## src/rtl/cbus_arbiter_pkg.sv

```systemverilog
// Shared types for the cache-bus arbiter.
// Cache bus request/response bundles and arbiter FSM states.
package cbus_arbiter_pkg;

  parameter int CBUS_ARB_PORTS = 2;

  typedef enum logic {
    ARB_IDLE,
    ARB_BUSY
  } arb_state_t;

  // Burst length encoded as beats-1
  typedef enum logic [7:0] {
    MLEN1  = 8'd0,
    MLEN2  = 8'd1,
    MLEN4  = 8'd3,
    MLEN8  = 8'd7,
    MLEN16 = 8'd15
  } mlen_t;

  typedef enum logic [1:0] {
    AXI_FIXED = 2'd0,
    AXI_INCR  = 2'd1,
    AXI_WRAP  = 2'd2
  } axi_burst_t;

  typedef struct packed {
    logic        valid;
    logic        is_write;
    logic [63:0] addr;
    logic [2:0]  size;
    mlen_t       len;
    axi_burst_t  burst;
    logic [7:0]  strobe;
    logic [63:0] data;
  } cbus_req_t;

  typedef struct packed {
    logic        ready;
    logic        last;
    logic [63:0] data;
  } cbus_resp_t;

  function automatic int idx_w(int n);
    return (n > 1) ? $clog2(n) : 1;
  endfunction

endpackage

```

## src/rtl/cbus_arbiter_if.sv

```systemverilog
// Cache-bus arbiter port bundle.
// Upstream per-port req/resp, downstream req/resp, debug status.
interface cbus_arbiter_if
  import cbus_arbiter_pkg::*;
#(
  parameter int NUM_PORTS = CBUS_ARB_PORTS
) ();

  localparam int IW = idx_w(NUM_PORTS);

  cbus_req_t     ireqs  [NUM_PORTS];
  cbus_resp_t    iresps [NUM_PORTS];
  cbus_req_t     oreq;
  cbus_resp_t    oresp;
  logic [IW-1:0] grant_idx;
  logic          busy;

  modport slave (
    input  ireqs,
    input  oresp,
    output iresps,
    output oreq,
    output grant_idx,
    output busy
  );

  modport master (
    output ireqs,
    output oresp,
    input  iresps,
    input  oreq,
    input  grant_idx,
    input  busy
  );

endinterface

```

## src/rtl/cbus_arb_picker.sv

```systemverilog
// Winner selection for the cache-bus arbiter.
// CBUS_ARB_RR_EN: round-robin from ptr, else lowest index.
module cbus_arb_picker
  import cbus_arbiter_pkg::*;
#(
  parameter int NUM_PORTS = CBUS_ARB_PORTS,
  localparam int IW = idx_w(NUM_PORTS)
) (
  input  logic [NUM_PORTS-1:0] valid,
  input  logic [IW-1:0]        ptr,
  output logic [IW-1:0]        winner,
  output logic                 any_valid
);

  assign any_valid = |valid;

`ifdef CBUS_ARB_RR_EN
  // First valid port scanning upward from ptr, wrapping
  always_comb begin
    logic found;
    int   j;
    winner = '0;
    found  = 1'b0;
    j      = 0;
    for (int k = 0; k < NUM_PORTS; k++) begin
      j = (int'(ptr) + k) % NUM_PORTS;
      if (!found && valid[j]) begin
        winner = IW'(j);
        found  = 1'b1;
      end
    end
  end
`else
  logic unused_ptr;
  assign unused_ptr = ^ptr;

  // Lowest valid index wins
  always_comb begin
    winner = '0;
    for (int k = NUM_PORTS - 1; k >= 0; k--) begin
      if (valid[k]) winner = IW'(k);
    end
  end
`endif

endmodule

```

## src/rtl/cbus_arbiter.sv

```systemverilog
// Cache-bus arbiter: whole-burst grants of N masters onto one bus.
// Macro CBUS_ARB_RR_EN selects round-robin instead of fixed priority.
module cbus_arbiter
  import cbus_arbiter_pkg::*;
#(
  parameter int NUM_PORTS = CBUS_ARB_PORTS
) (
  input  logic         clk,
  input  logic         reset,
  cbus_arbiter_if.slave bus
);

  localparam int IW = idx_w(NUM_PORTS);

  arb_state_t           state_q;
  arb_state_t           state_d;
  logic [IW-1:0]        owner_q;
  logic [IW-1:0]        winner;
  logic [IW-1:0]        ptr;
  logic [NUM_PORTS-1:0] valid_vec;
  logic                 any_valid;
  logic                 grant;
  logic                 done;

  // Gather per-port request valids
  always_comb begin
    for (int i = 0; i < NUM_PORTS; i++) begin
      valid_vec[i] = bus.ireqs[i].valid;
    end
  end

  cbus_arb_picker #(
    .NUM_PORTS(NUM_PORTS)
  ) u_picker (
    .valid    (valid_vec),
    .ptr      (ptr),
    .winner   (winner),
    .any_valid(any_valid)
  );

  assign grant = (state_q == ARB_IDLE) && any_valid;
  assign done  = (state_q == ARB_BUSY)
               && bus.oresp.ready
               && bus.oresp.last;

  // FSM state register
  always_ff @(posedge clk or posedge reset) begin
    if (reset) state_q <= ARB_IDLE;
    else       state_q <= state_d;
  end

  // Next state: grant on any request, release on last beat
  always_comb begin
    state_d = state_q;
    unique case (state_q)
      ARB_IDLE: if (any_valid) state_d = ARB_BUSY;
      ARB_BUSY: if (done)      state_d = ARB_IDLE;
      default:                 state_d = ARB_IDLE;
    endcase
  end

  // Owner latched on grant, held through the burst
  always_ff @(posedge clk or posedge reset) begin
    if (reset)      owner_q <= '0;
    else if (grant) owner_q <= winner;
  end

`ifdef CBUS_ARB_RR_EN
  logic [IW-1:0] ptr_q;

  // Next search start is one past the latest winner
  always_ff @(posedge clk or posedge reset) begin
    if (reset) begin
      ptr_q <= '0;
    end else if (grant) begin
      if (int'(winner) == NUM_PORTS - 1)
        ptr_q <= '0;
      else
        ptr_q <= winner + 1'b1;
    end
  end

  assign ptr = ptr_q;
`else
  assign ptr = '0;
`endif

  // Owner's request out, bus response back to owner only
  always_comb begin
    bus.oreq = '0;
    for (int i = 0; i < NUM_PORTS; i++) begin
      bus.iresps[i] = '0;
    end
    if (state_q == ARB_BUSY) begin
      for (int i = 0; i < NUM_PORTS; i++) begin
        if (owner_q == IW'(i)) begin
          bus.oreq      = bus.ireqs[i];
          bus.iresps[i] = bus.oresp;
        end
      end
    end
  end

  assign bus.busy      = (state_q == ARB_BUSY);
  assign bus.grant_idx = owner_q;

endmodule

```

## src/flat_wrapper.sv

```systemverilog
// flat-port wrapper written by rule: the top's interface ports become plain ports
module cbus_arbiter_flat import cbus_arbiter_pkg::*;
#(
  parameter int NUM_PORTS = CBUS_ARB_PORTS
)
  (clk, reset, bus_ireqs, bus_oresp, bus_iresps, bus_oreq, bus_grant_idx, bus_busy);
  cbus_arbiter_if #(.NUM_PORTS(NUM_PORTS)) bus_i ();
  input  logic clk;
  input  logic reset;
  input wire logic [$bits(bus_i.ireqs)-1:0] bus_ireqs;
  input wire logic [$bits(bus_i.oresp)-1:0] bus_oresp;
  output wire logic [$bits(bus_i.iresps)-1:0] bus_iresps;
  output wire logic [$bits(bus_i.oreq)-1:0] bus_oreq;
  output wire logic [$bits(bus_i.grant_idx)-1:0] bus_grant_idx;
  output wire logic [$bits(bus_i.busy)-1:0] bus_busy;
  assign bus_i.ireqs = {>>{bus_ireqs}};
  assign bus_i.oresp = bus_oresp;
  assign bus_iresps = {>>{bus_i.iresps}};
  assign bus_oreq = bus_i.oreq;
  assign bus_grant_idx = bus_i.grant_idx;
  assign bus_busy = bus_i.busy;
  cbus_arbiter #(.NUM_PORTS(NUM_PORTS)) u_core (.clk(clk), .reset(reset), .bus(bus_i));
endmodule
```

## config.mk

```make
export PLATFORM = sky130hd
export DESIGN_NAME = cbus_arbiter_flat
export DESIGN_NICKNAME = d
export VERILOG_FILES = /design/src/rtl/cbus_arbiter_pkg.sv /design/src/rtl/cbus_arbiter_if.sv /design/src/rtl/cbus_arb_picker.sv /design/src/rtl/cbus_arbiter.sv /design/src/flat_wrapper.sv
export SDC_FILE = /design/constraint.sdc
export NUM_CORES = 1
export LEC_CHECK = 0
export ABC_AREA = 1
export BUFFER_PORTS_ARGS = -buffer_cell sky130_fd_sc_hd__clkbuf_2
export CORE_AREA = 5 5 251 253
export CTS_CLUSTER_SIZE = 20
export DETAILED_ROUTE_END_ITERATION = 10
export DIE_AREA = 0 0 256 258
export GPL_ROUTABILITY_DRIVEN = 0
export PLACE_DENSITY = 0.36
export SYNTH_ARGS = -nofsm -noshare
export SYNTH_HDL_FRONTEND = slang
export SYNTH_SLANG_ARGS = --single-unit
```

## constraint.sdc

```tcl
create_clock -name clk -period 1.35 [get_ports clk]
set_input_delay 0.135 -clock clk [delete_from_list [all_inputs] [get_ports clk]]
set_output_delay 0.135 -clock clk [all_outputs]
set_load 0.05 [all_outputs]
```

==> impl_metrics.csv, run 1 <==
group,metric,value,unit
outcome,outcome,"complete, but fails checks",
outcome,violations,"setup timing",
die,dieHeight,258,um
placed_design,dp_hpwl,27000,um
pwr,power_density,3120,nW/um^2
grt,grt_pass1_wl,45800,um
placed_design,placed_area,12600,um^2
route,postRouteAntennaNets,0,
timing,fin_crit,1.84,ns
finish,antenna_cells,0,
clock_network,cts_tree,"done",
finish,fillCellCount,6444,
synthesis,ys_seq_elements,2,
clock_network,insertion_delay,0.22,ns
synthesis,syn-cell-area,2780,um^2
route,via_per_inst,3.21,
hold_path,min_path_type,"input pin to register",
die,coreArea,60800,um^2
clock_network,htreeDepth,1,
finish,area_delta_synth_final,465,%
setup_path,critical-path-max-stage-delay,0.44,ns
die,start_util,4.57,%
pwr,switching_share,55.2,%
synthesis,synthAdderAreaFrac,0,%
timing,setup_viol,283,
die,dieArea,66000,um^2
clock_network,ctsRootBufferMaster,"clkbuf_16",
placed_design,io_buffers,654,
pwr,p_int,0.0219,W
timing,hold_violations,0,
synthesis,syn-num-nets,1084,
timing,slew_violations,0,
synthesis,synth_top_area_cell,"nand2_1",
timing,max_freq,543,MHz
synthesis,ys_warn_count,0,
synthesis,syn_inst,714,
timing,skew,0.00136,ns
finish,drive_gt1_share,85.4,%
route,drt-initial-drc-count,182,
finish,nets,1814,
clock_network,cts_buffer_depth,2,
route,routed_wirelength,35500,um
route,vias,7161,
grt,antenna_found_initial,0,
setup_path,cp-start-kind,"register",
pwr,p_seq_share,0.3,%
timing,grt_setup_unrepaired,"true",
job,maxCapViolCount,0,
setup_path,worstPathRequired,1.22,ns
route,drc,0,
setup_path,path_cells,"nor2_4, buf_12, bufbuf_16, buf_4, nand2_1, nand2_4, buf_12",
synthesis,synthTopCellsByArea,"nand2_1 (62%), nor2_1 (18%), inv_1 (9.3%), buf_2 (5.6%), dfrtp_1 (1.8%)",
synthesis,yosysSeqAreaShare,1.80,%
timing,slew-limit-headroom,80.8,%
finish,final_area,15700,um^2
pwr,p_comb_share,98.8,%
clock_network,clk_pin_slew,0.03,ns
synthesis,yosysTopAreaCellShare,61.7,%
synthesis,syn_avg_cell_area,3.89,um^2
setup_path,worstPathArrival,1.71,ns
setup_path,cp_max_fo,18,
die,die_x,256,um
pwr,worst_ir_drop_vdd,1740,uV
setup_path,cp_common_cell,"buf_12",
synthesis,yosys.area_share.simple,80.2,%
finish,final_util,25.8,%
clock_network,clock-sinks,2,
synthesis,synthXorXnorAreaFrac,0,%
die,placementRows,91,
setup_path,path_class,"register to output port",
synthesis,ys_types,12,
timing,worst_pin_slew,0.290,ns
pwr,p_leak,7.74,nW
setup_path,crit_path_end_kind,"output port",
grt,grtUsageTotal,8.82,%
timing,fin_crit_sh,136,%
setup_path,slowest_stage,"dfrtp_2",
clock_network,cts_inserted_buffers,3,
grt,grt_overflow,0,
grt,grt_max_degree,28,
synthesis,synth_top_family_by_area,"simple AND/OR/NAND/NOR gates",
synthesis,synthMuxAreaShare,0,%
die,pin_count,655,
pwr,p_switching,0.0270,W
route,drt_pass1_iterations,4,
timing,layout_setup_ws,-0.492,ns
synthesis,synth_compound_gate_area_share,0.360,%
route,post_drt_wl_per_cell,15.9,um
pwr,clkPwrFrac,0.9,%
grt,grt_pass1_vias,7421,
## routing by layer
layer	vias up	part of all wire, %	global-route usage (%)
met5	-	0	0
met4	0	1.9	1.65
met3	25	5.9	2.07
met2	360	56	17.4
met1	3270	36	9.56
li1	3506	-	-
## synth_stat cells (all sizes together)
| cell type | count |
|---|---|
| a21oi | 1 |
| o21ai | 1 |
| inv | 72 |
| nor2 | 134 |
| buf | 33 |
| nand3 | 1 |
| clkbuf | 13 |
| dfrtp | 2 |
| nand2 | 457 |
## layout by cell type, fill, tap and decap left out, types with 6 or more instances in the layout
cell and count:
buf_6 47, buf_4 27, clkbuf_8 13, buf_12 224, buf_8 62, inv_1 69
nand2_4 230, nor2_4 133, nand2_1 137, clkbuf_2 370, clkbuf_16 22, buf_16 6
nand2_2 75, nand2_8 15
## kinds of logic after synthesis
kind of cell / Yosys count
AND/OR/NAND/NOR: 592
buffers and inverters: 118
flip-flops: 2
AO/OA/AOI/OAI: 2
## critical path: cells and delay by family (launching register included)
family	cells	cell delay [ns]
DFF	1	0.44
and+or+nand+nor	3	0.32
buffers and inverters	4	0.71
## power groups by stage
stage	Sequential [W]	Combinational [W]	Clock [W]
3_5_place_dp	0.000172	0.0396	0
5_1_grt	0.000149	0.0502	0.000457
2_1_floorplan	0.000244	0.0226	0
6_report	0.000146	0.0484	0.000446
3_3_place_gp	0.000168	0.0396	0
4_1_cts	0.000155	0.0423	0.000452
## stage by stage
step                power [W]  hold slack, ns  setup TNS, ns  setup slack (ns)  std cells
floorplan              0.0228          -0.124         -41.63            -0.294        714
global placement       0.0397         -0.0250         -45.81            -0.322       2177
detailed placement     0.0397         -0.0164         -49.06            -0.321       2177
CTS                    0.0429           0.177        -113.96            -0.503       2195
global route           0.0508           0.215        -123.16            -0.553       2232
finish                 0.0490           0.184        -106.88            -0.492       2232
## worst paths after layout
path                       slack (ns)  cells after the start              endpoint                 start
setup / recovery                -0.49                      7          bus_oreq[86]  u_core.bus.grant_idx
hold / removal                   0.18                      3  u_core.bus.grant_idx        bus_ireqs[150]
setup reg to reg                 0.36                      5       u_core.bus.busy       u_core.bus.busy
hold reg to reg                  0.71                      3  u_core.bus.grant_idx       u_core.bus.busy
max in group asynchronous        0.88                      3  u_core.bus.grant_idx                 reset
min in group asynchronous        0.34                      3       u_core.bus.busy                 reset
## area by class of cell
type	instances	area [um^2]	share of cell area, %
Timing Repair Buffer	770	8860	56.4
Multi-Input combinational cell	594	5390	34.3
Tap cell	790	988	6.30
Inverter	72	313	1.99
Clock buffer	3	75.1	0.478
Sequential cell	2	52.6	0.335
Timing Repair inverter	1	20.0	0.128
## registers in the layout, indices dropped and copies added (netlist names)
| signal | cells |
|---|---|
| u_core.bus.grant_idx | 1 |
| u_core.bus.busy | 1 |
## what timing repair did
item,in CTS,in global routing
pin swaps,8,69
gates cloned,5,22
hold buffers,1,0
setup buffers,9,21
endpoints found under the setup margin,283,285
hold endpoints to repair,2,0
resized for setup,145,526
No activity file was read; power rests on OpenSTA's default activity.
==> run 2: changes to the inputs <==
--- a/config.mk
+++ b/config.mk
@@ -13,6 +13,7 @@
 export DIE_AREA = 0 0 256 258
 export GPL_ROUTABILITY_DRIVEN = 0
 export PLACE_DENSITY = 0.36
+export SKIP_LAST_GASP = 1
 export SYNTH_ARGS = -nofsm -noshare
 export SYNTH_HDL_FRONTEND = slang
 export SYNTH_SLANG_ARGS = --single-unit
==> run 2 against run 1 <==
The flow still finishes with violations (setup timing). Core utilization shrank 1.6 points. Hold slack lost 0.0048 ns. Count of clock-buffer cells in the layout is the same. Register-to-register slack lost 0.10 ns. Final cell count shrank 0.18%. First-iteration DRC count grew 14%. Critical path type unchanged. Highest routed layer unchanged.
==> impl_metrics.csv, run 2 (synthesized netlist as in run 1, its figures left out) <==
group,metric,value,unit
timing,fin_tns_setup,-112.40,ns
outcome,violations,"setup timing",
timing,max_freq,544,MHz
die,pin_count,655,
clock_network,cts_inserted_buffers,3,
timing,fin_crit,1.84,ns
timing,layout_setup_ws,-0.488,ns
route,drt-initial-drc-count,207,
finish,drive_gt1_share,81.3,%
finish,area_delta_synth_final,431,%
pwr,worst_ir_drop_vdd,1410,uV
route,drc,0,
grt,grt_pass1_vias,7400,
die,placementRows,91,
clock_network,cts_tree,"done",
setup_path,cp_max_fo,18,
timing,worst_pin_slew,0.300,ns
grt,antenna_found_initial,0,
finish,final_area,14800,um^2
pwr,power_density,3150,nW/um^2
hold_path,hold_path_depth,3,
job,maxCapViolCount,0,
timing,slew_violations,0,
route,post_drt_wl_per_cell,15.3,um
setup_path,reg2reg_from,"u_core.bus.busy",
pwr,p_leak,7.26,nW
outcome,outcome,"complete, but fails checks",
route,via_per_inst,3.17,
clock_network,insertion_delay,0.22,ns
grt,grtUsageTotal,8.80,%
timing,grt_setup_unrepaired,"true",
clock_network,ctsRootBufferMaster,"clkbuf_16",
placed_design,dp.cells,2177,
setup_path,cp-start-kind,"register",
clock_network,cts_buffer_depth,2,
route,drt_pass1_iterations,4,
placed_design,placed_area,12600,um^2
finish,nets,1810,
die,coreArea,60800,um^2
route,routed_wirelength,34200,um
die,dieArea,66000,um^2
die,die_x,256,um
clock_network,htreeDepth,1,
finish,antenna_cells,0,
clock_network,clock-sinks,2,
setup_path,worstPathRequired,1.22,ns
setup_path,path_class,"register to output port",
timing,skew,0.00143,ns
setup_path,worstPathArrival,1.70,ns
hold_path,hold_start,"bus_ireqs[150]",
grt,grt_max_degree,28,
grt,grt_pass1_wl,45700,um
setup_path,crit_path_end_kind,"output port",
timing,fin_crit_sh,136,%
clock_network,clk_pin_slew,0.03,ns
finish,finalNonFillerCells,2228,
placed_design,io_buffers,654,
route,postRouteAntennaNets,0,
timing,holdWs,0.179,ns
hold_path,min_path_type,"input pin to register",
placed_design,preCtsSetupSlack,-0.321,ns
setup_path,crit_start,"u_core.bus.grant_idx",
grt,grt_overflow,0,
setup_path,reg2reg_depth,6,
timing,slew-limit-headroom,80.1,%
finish,layout_common_cells,"clkbuf_2 (396), buf_12 (216), nand2_1 (195)",
timing,setup_viol,285,
die,start_util,4.57,%
die,dieHeight,258,um
timing,hold_violations,0,
placed_design,dp_hpwl,27000,um
finish,mostFrequentLayoutCell,"clkbuf_2",
route,vias,7061,
run 2: layout make-up:
class / count / area (um^2)
fill: 6591 / 46000
timing repair buffer: 766 / 8300
multi-input combinational: 594 / 5010
tap: 790 / 988
inverter: 72 / 313
clock buffer: 3 / 75.1
sequential: 2 / 52.6
timing repair inverter: 1 / 11.3
run 2: stage by stage:
| step | total power, W | util, % |
|---|---|---|
| 3_5_place_dp | 0.0397 | 20.7 |
| 6_report | 0.0464 | 24.3 |
| 3_3_place_gp | 0.0397 | 20.7 |
| 5_1_grt | 0.0483 | 24.3 |
| 4_1_cts | 0.0425 | 21.9 |
| 2_1_floorplan | 0.0228 | - |
run 2: path summary, 6_finish.rpt:
path | endpoint | slack, ns
worst max-delay path | bus_oreq[86] | -0.49
worst min-delay path | u_core.bus.grant_idx | 0.18
worst max register to register | u_core.bus.busy | 0.26
worst min register to register | u_core.bus.grant_idx | 0.71
max in group asynchronous | u_core.bus.grant_idx | 0.90
min in group asynchronous | u_core.bus.busy | 0.33
run 2: repair_timing:
action,CTS,global route
pin swaps,8,49
setup buffers,9,17
endpoints found under the hold margin,2,0
cloned,5,17
resized for setup,100,293
hold buffers,1,0
endpoints found under the setup margin,283,285
run 2: per-layer routing:
| metal | global-route usage [%] | up-vias | share of wire [%] |
|---|---|---|---|
| met3 | 2.16 | 22 | 6.2 |
| met1 | 9.58 | 3178 | 36 |
| met5 | 0 | - | 0 |
| met2 | 17.3 | 360 | 56 |
| li1 | - | 3501 | - |
| met4 | 1.65 | 0 | 1.6 |
run 2: worst max-delay path, cell delays in order (launching register included):
cell and delay, ns:
dfrtp_2 0.44, nor2_4 0.17, buf_12 0.13, bufbuf_16 0.30, buf_4 0.14, nand2_1 0.07
nand2_4 0.07, buf_12 0.13
run 2: where the power goes:
part | internal, W | total [W] | switching, W
Combinational | 0.0199 | 0.0458 | 0.0259
Clock | 0.000377 | 0.000447 | 0.0000702
Sequential | 0.0000958 | 0.000147 | 0.0000511
Total | 0.0204 | 0.0464 | 0.0261
==> run 3: changes to the inputs <==
--- a/config.mk
+++ b/config.mk
@@ -5,15 +5,15 @@
 export SDC_FILE = /design/constraint.sdc
 export NUM_CORES = 1
 export LEC_CHECK = 0
-export ABC_AREA = 1
 export BUFFER_PORTS_ARGS = -buffer_cell sky130_fd_sc_hd__clkbuf_2
-export CORE_AREA = 5 5 251 253
+export CORE_AREA = 5 5 255 257
 export CTS_CLUSTER_SIZE = 20
 export DETAILED_ROUTE_END_ITERATION = 10
-export DIE_AREA = 0 0 256 258
+export DIE_AREA = 0 0 260 262
 export GPL_ROUTABILITY_DRIVEN = 0
-export PLACE_DENSITY = 0.36
+export PLACE_DENSITY = 0.37
 export SKIP_LAST_GASP = 1
 export SYNTH_ARGS = -nofsm -noshare
 export SYNTH_HDL_FRONTEND = slang
+export SYNTH_HIERARCHICAL = 1
 export SYNTH_SLANG_ARGS = --single-unit
==> run 3 against run 2 <==
The run still ends with setup timing left. Core utilization fell by 0.90 points. Synthesized cell count is 30% lower. Count of clock-buffer cells in the layout did not move. Register-to-register slack worse by 0.38 ns. Flip-flop and latch count unchanged. Final cell count shrank 8.9%. Total power fell by 67%. Synthesized area up 38%. Routed wire length down 0.18%. Worst setup slack better by 0.017 ns. Design area is 1.0% lower. Via count is 12% lower. Critical path type unchanged. Critical endpoint is now bus_iresps[111]. Largest power group unchanged.
==> impl_metrics.csv, run 3 <==
group,metric,value,unit
die,dieHeight,262,um
timing,fin_crit,1.82,ns
timing,skew,0.000769,ns
die,pin_count,655,
route,drc,0,
timing,hold_violations,0,
grt,antenna_found_initial,2,
timing,grt_setup_unrepaired,"true",
timing,setup_viol,286,
clock_network,htreeDepth,1,
synthesis,syn-num-nets,869,
route,drt_pass1_iterations,4,
route,post_drt_wl_per_cell,16.8,um
clock_network,clk_pin_slew,0.03,ns
die,die_x,260,um
finish,layout_common_cells,"clkbuf_2 (377), buf_12 (238), nor2b_4 (130)",
setup_path,critical-path-max-stage-delay,0.50,ns
grt,grt_pass1_wl,44300,um
job,maxCapViolCount,0,
hold_path,hold_path_depth,2,
die,coreArea,62500,um^2
route,via_per_inst,3.07,
die,start_util,6.16,%
clock_network,cts_buffer_depth,2,
timing,slew_violations,0,
setup_path,cp_max_fo,9,
setup_path,cp_common_cell,"buf_12",
grt,grt_max_degree,37,
die,dieArea,68100,um^2
finish,final_area,14600,um^2
route,drt-initial-drc-count,164,
placed_design,dp.cells,2000,
synthesis,syn_avg_cell_area,7.71,um^2
synthesis,syn_inst,499,
hold_path,min_to,"u_core/bus.busy",
setup_path,crit_path_end_kind,"output port",
grt,grt_overflow,0,
setup_path,rr_endpoint,"u_core/bus.grant_idx",
hold_path,min_path_type,"input pin to register",
setup_path,reg2reg_depth,4,
route,postRouteAntennaNets,0,
finish,finalNonFillerCells,2029,
placed_design,placed_area,13000,um^2
synthesis,ys_warn_count,6,
pwr,power_density,1060,nW/um^2
setup_path,reg2reg_from,"u_core/bus.busy",
setup_path,cp-start-kind,"register",
setup_path,worstPathArrival,1.69,ns
clock_network,cts_tree,"done",
finish,mostFrequentLayoutCell,"clkbuf_2",
die,placementRows,92,
route,routed_wirelength,34100,um
finish,drive_gt1_share,95.7,%
placed_design,dp_hpwl,27700,um
pwr,worst_ir_drop_vdd,447,uV
timing,fin_tns_setup,-101.99,ns
clock_network,clock-sinks,2,
clock_network,insertion_delay,0.22,ns
timing,max_freq,549,MHz
setup_path,worstPathRequired,1.22,ns
hold_path,hold_start,"bus_oresp[65]",
setup_path,slowest_stage,"dfrtp_4",
timing,worst_pin_slew,0.318,ns
clock_network,cts_inserted_buffers,3,
setup_path,path_cells,"buf_4, nor2b_4, buf_12, clkbuf_16, and2_2, buf_12",
outcome,outcome,"complete, but fails checks",
outcome,violations,"setup timing",
grt,grt_pass1_vias,6589,
timing,fin_crit_sh,135,%
placed_design,io_buffers,654,
finish,nets,1554,
finish,area_delta_synth_final,279,%
timing,layout_setup_ws,-0.471,ns
route,vias,6231,
grt,grtUsageTotal,8.48,%
clock_network,ctsRootBufferMaster,"clkbuf_16",
setup_path,path_class,"register to output port",
timing,slew-limit-headroom,78.2,%
pwr,p_leak,7.11,nW
setup_path,regToRegSetupSlack,-0.12,ns
placed_design,preCtsSetupSlack,-0.399,ns
finish,final_util,23.4,%
synthesis,syn-cell-area,3850,um^2
==> run 3: repair_timing <==
action,4_1_cts,5_1_grt
hold buffers,1,0
pin swaps,1,3
resized for setup,176,86
gates cloned,5,11
buffers inserted,2,6
endpoints found under the hold margin,2,0
endpoints found under the setup margin,286,287
==> run 3: worst max-delay path by stage <==
stage               cells past startpoint                 start  slack [ns]              end
floorplan                               3       u_core/bus.busy       -0.26    bus_oreq[132]
global placement                        5  u_core/bus.grant_idx       -0.38     bus_oreq[52]
detailed placement                      5  u_core/bus.grant_idx       -0.40     bus_oreq[52]
CTS                                     5  u_core/bus.grant_idx       -0.48     bus_oreq[52]
global route                            6  u_core/bus.grant_idx       -0.52  bus_iresps[111]
finish                                  6  u_core/bus.grant_idx       -0.47  bus_iresps[111]
==> run 3: per-layer routing <==
layer / GRT usage (%) / vias up / share of wire, %
met1: 10.2 / 2869 / 38
met3: 0.990 / 16 / 5.2
met2: 16.5 / 280 / 56
li1: - / 3066 / -
met5: 0 / - / 0
met4: 1.01 / 0 / 0.93
==> run 3: area by class of cell <==
| type | count | area [um^2] |
|---|---|---|
| fillers | 6678 | 47900 |
| repair buffers | 735 | 8020 |
| inverters | 1 | 3.75 |
| diodes | 1 | 2.50 |
| multi-input cells | 441 | 5390 |
| well taps | 846 | 1060 |
| flip-flops and latches | 2 | 57.6 |
| clock buffers | 3 | 75.1 |
==> run 3: worst max-delay path, delay by kind of cell (launching register included) <==
family,cells,cell delay (ns)
buffers and inverters,4,0.63
flip-flops,1,0.50
AND/OR/NAND/NOR,2,0.33
==> run 3: through the flow <==
step	hold WS, ns	total power (W)
floorplan	-0.124	0.00791
global placement	-0.0292	0.0136
detailed placement	-0.0292	0.0136
CTS	0.203	0.0150
global route	0.230	0.0161
finish	0.202	0.0155
==> run 3: report_power, final <==
group / total (W) / internal, W / leakage, nW / switching (W)
combinational: 0.0150 / 0.00727 / 7.05 / 0.00772
clock: 0.000443 / 0.000377 / 0.0370 / 0.0000660
sequential: 0.0000894 / 0.0000743 / 0.0213 / 0.0000150
total: 0.0155 / 0.00772 / 7.11 / 0.00780
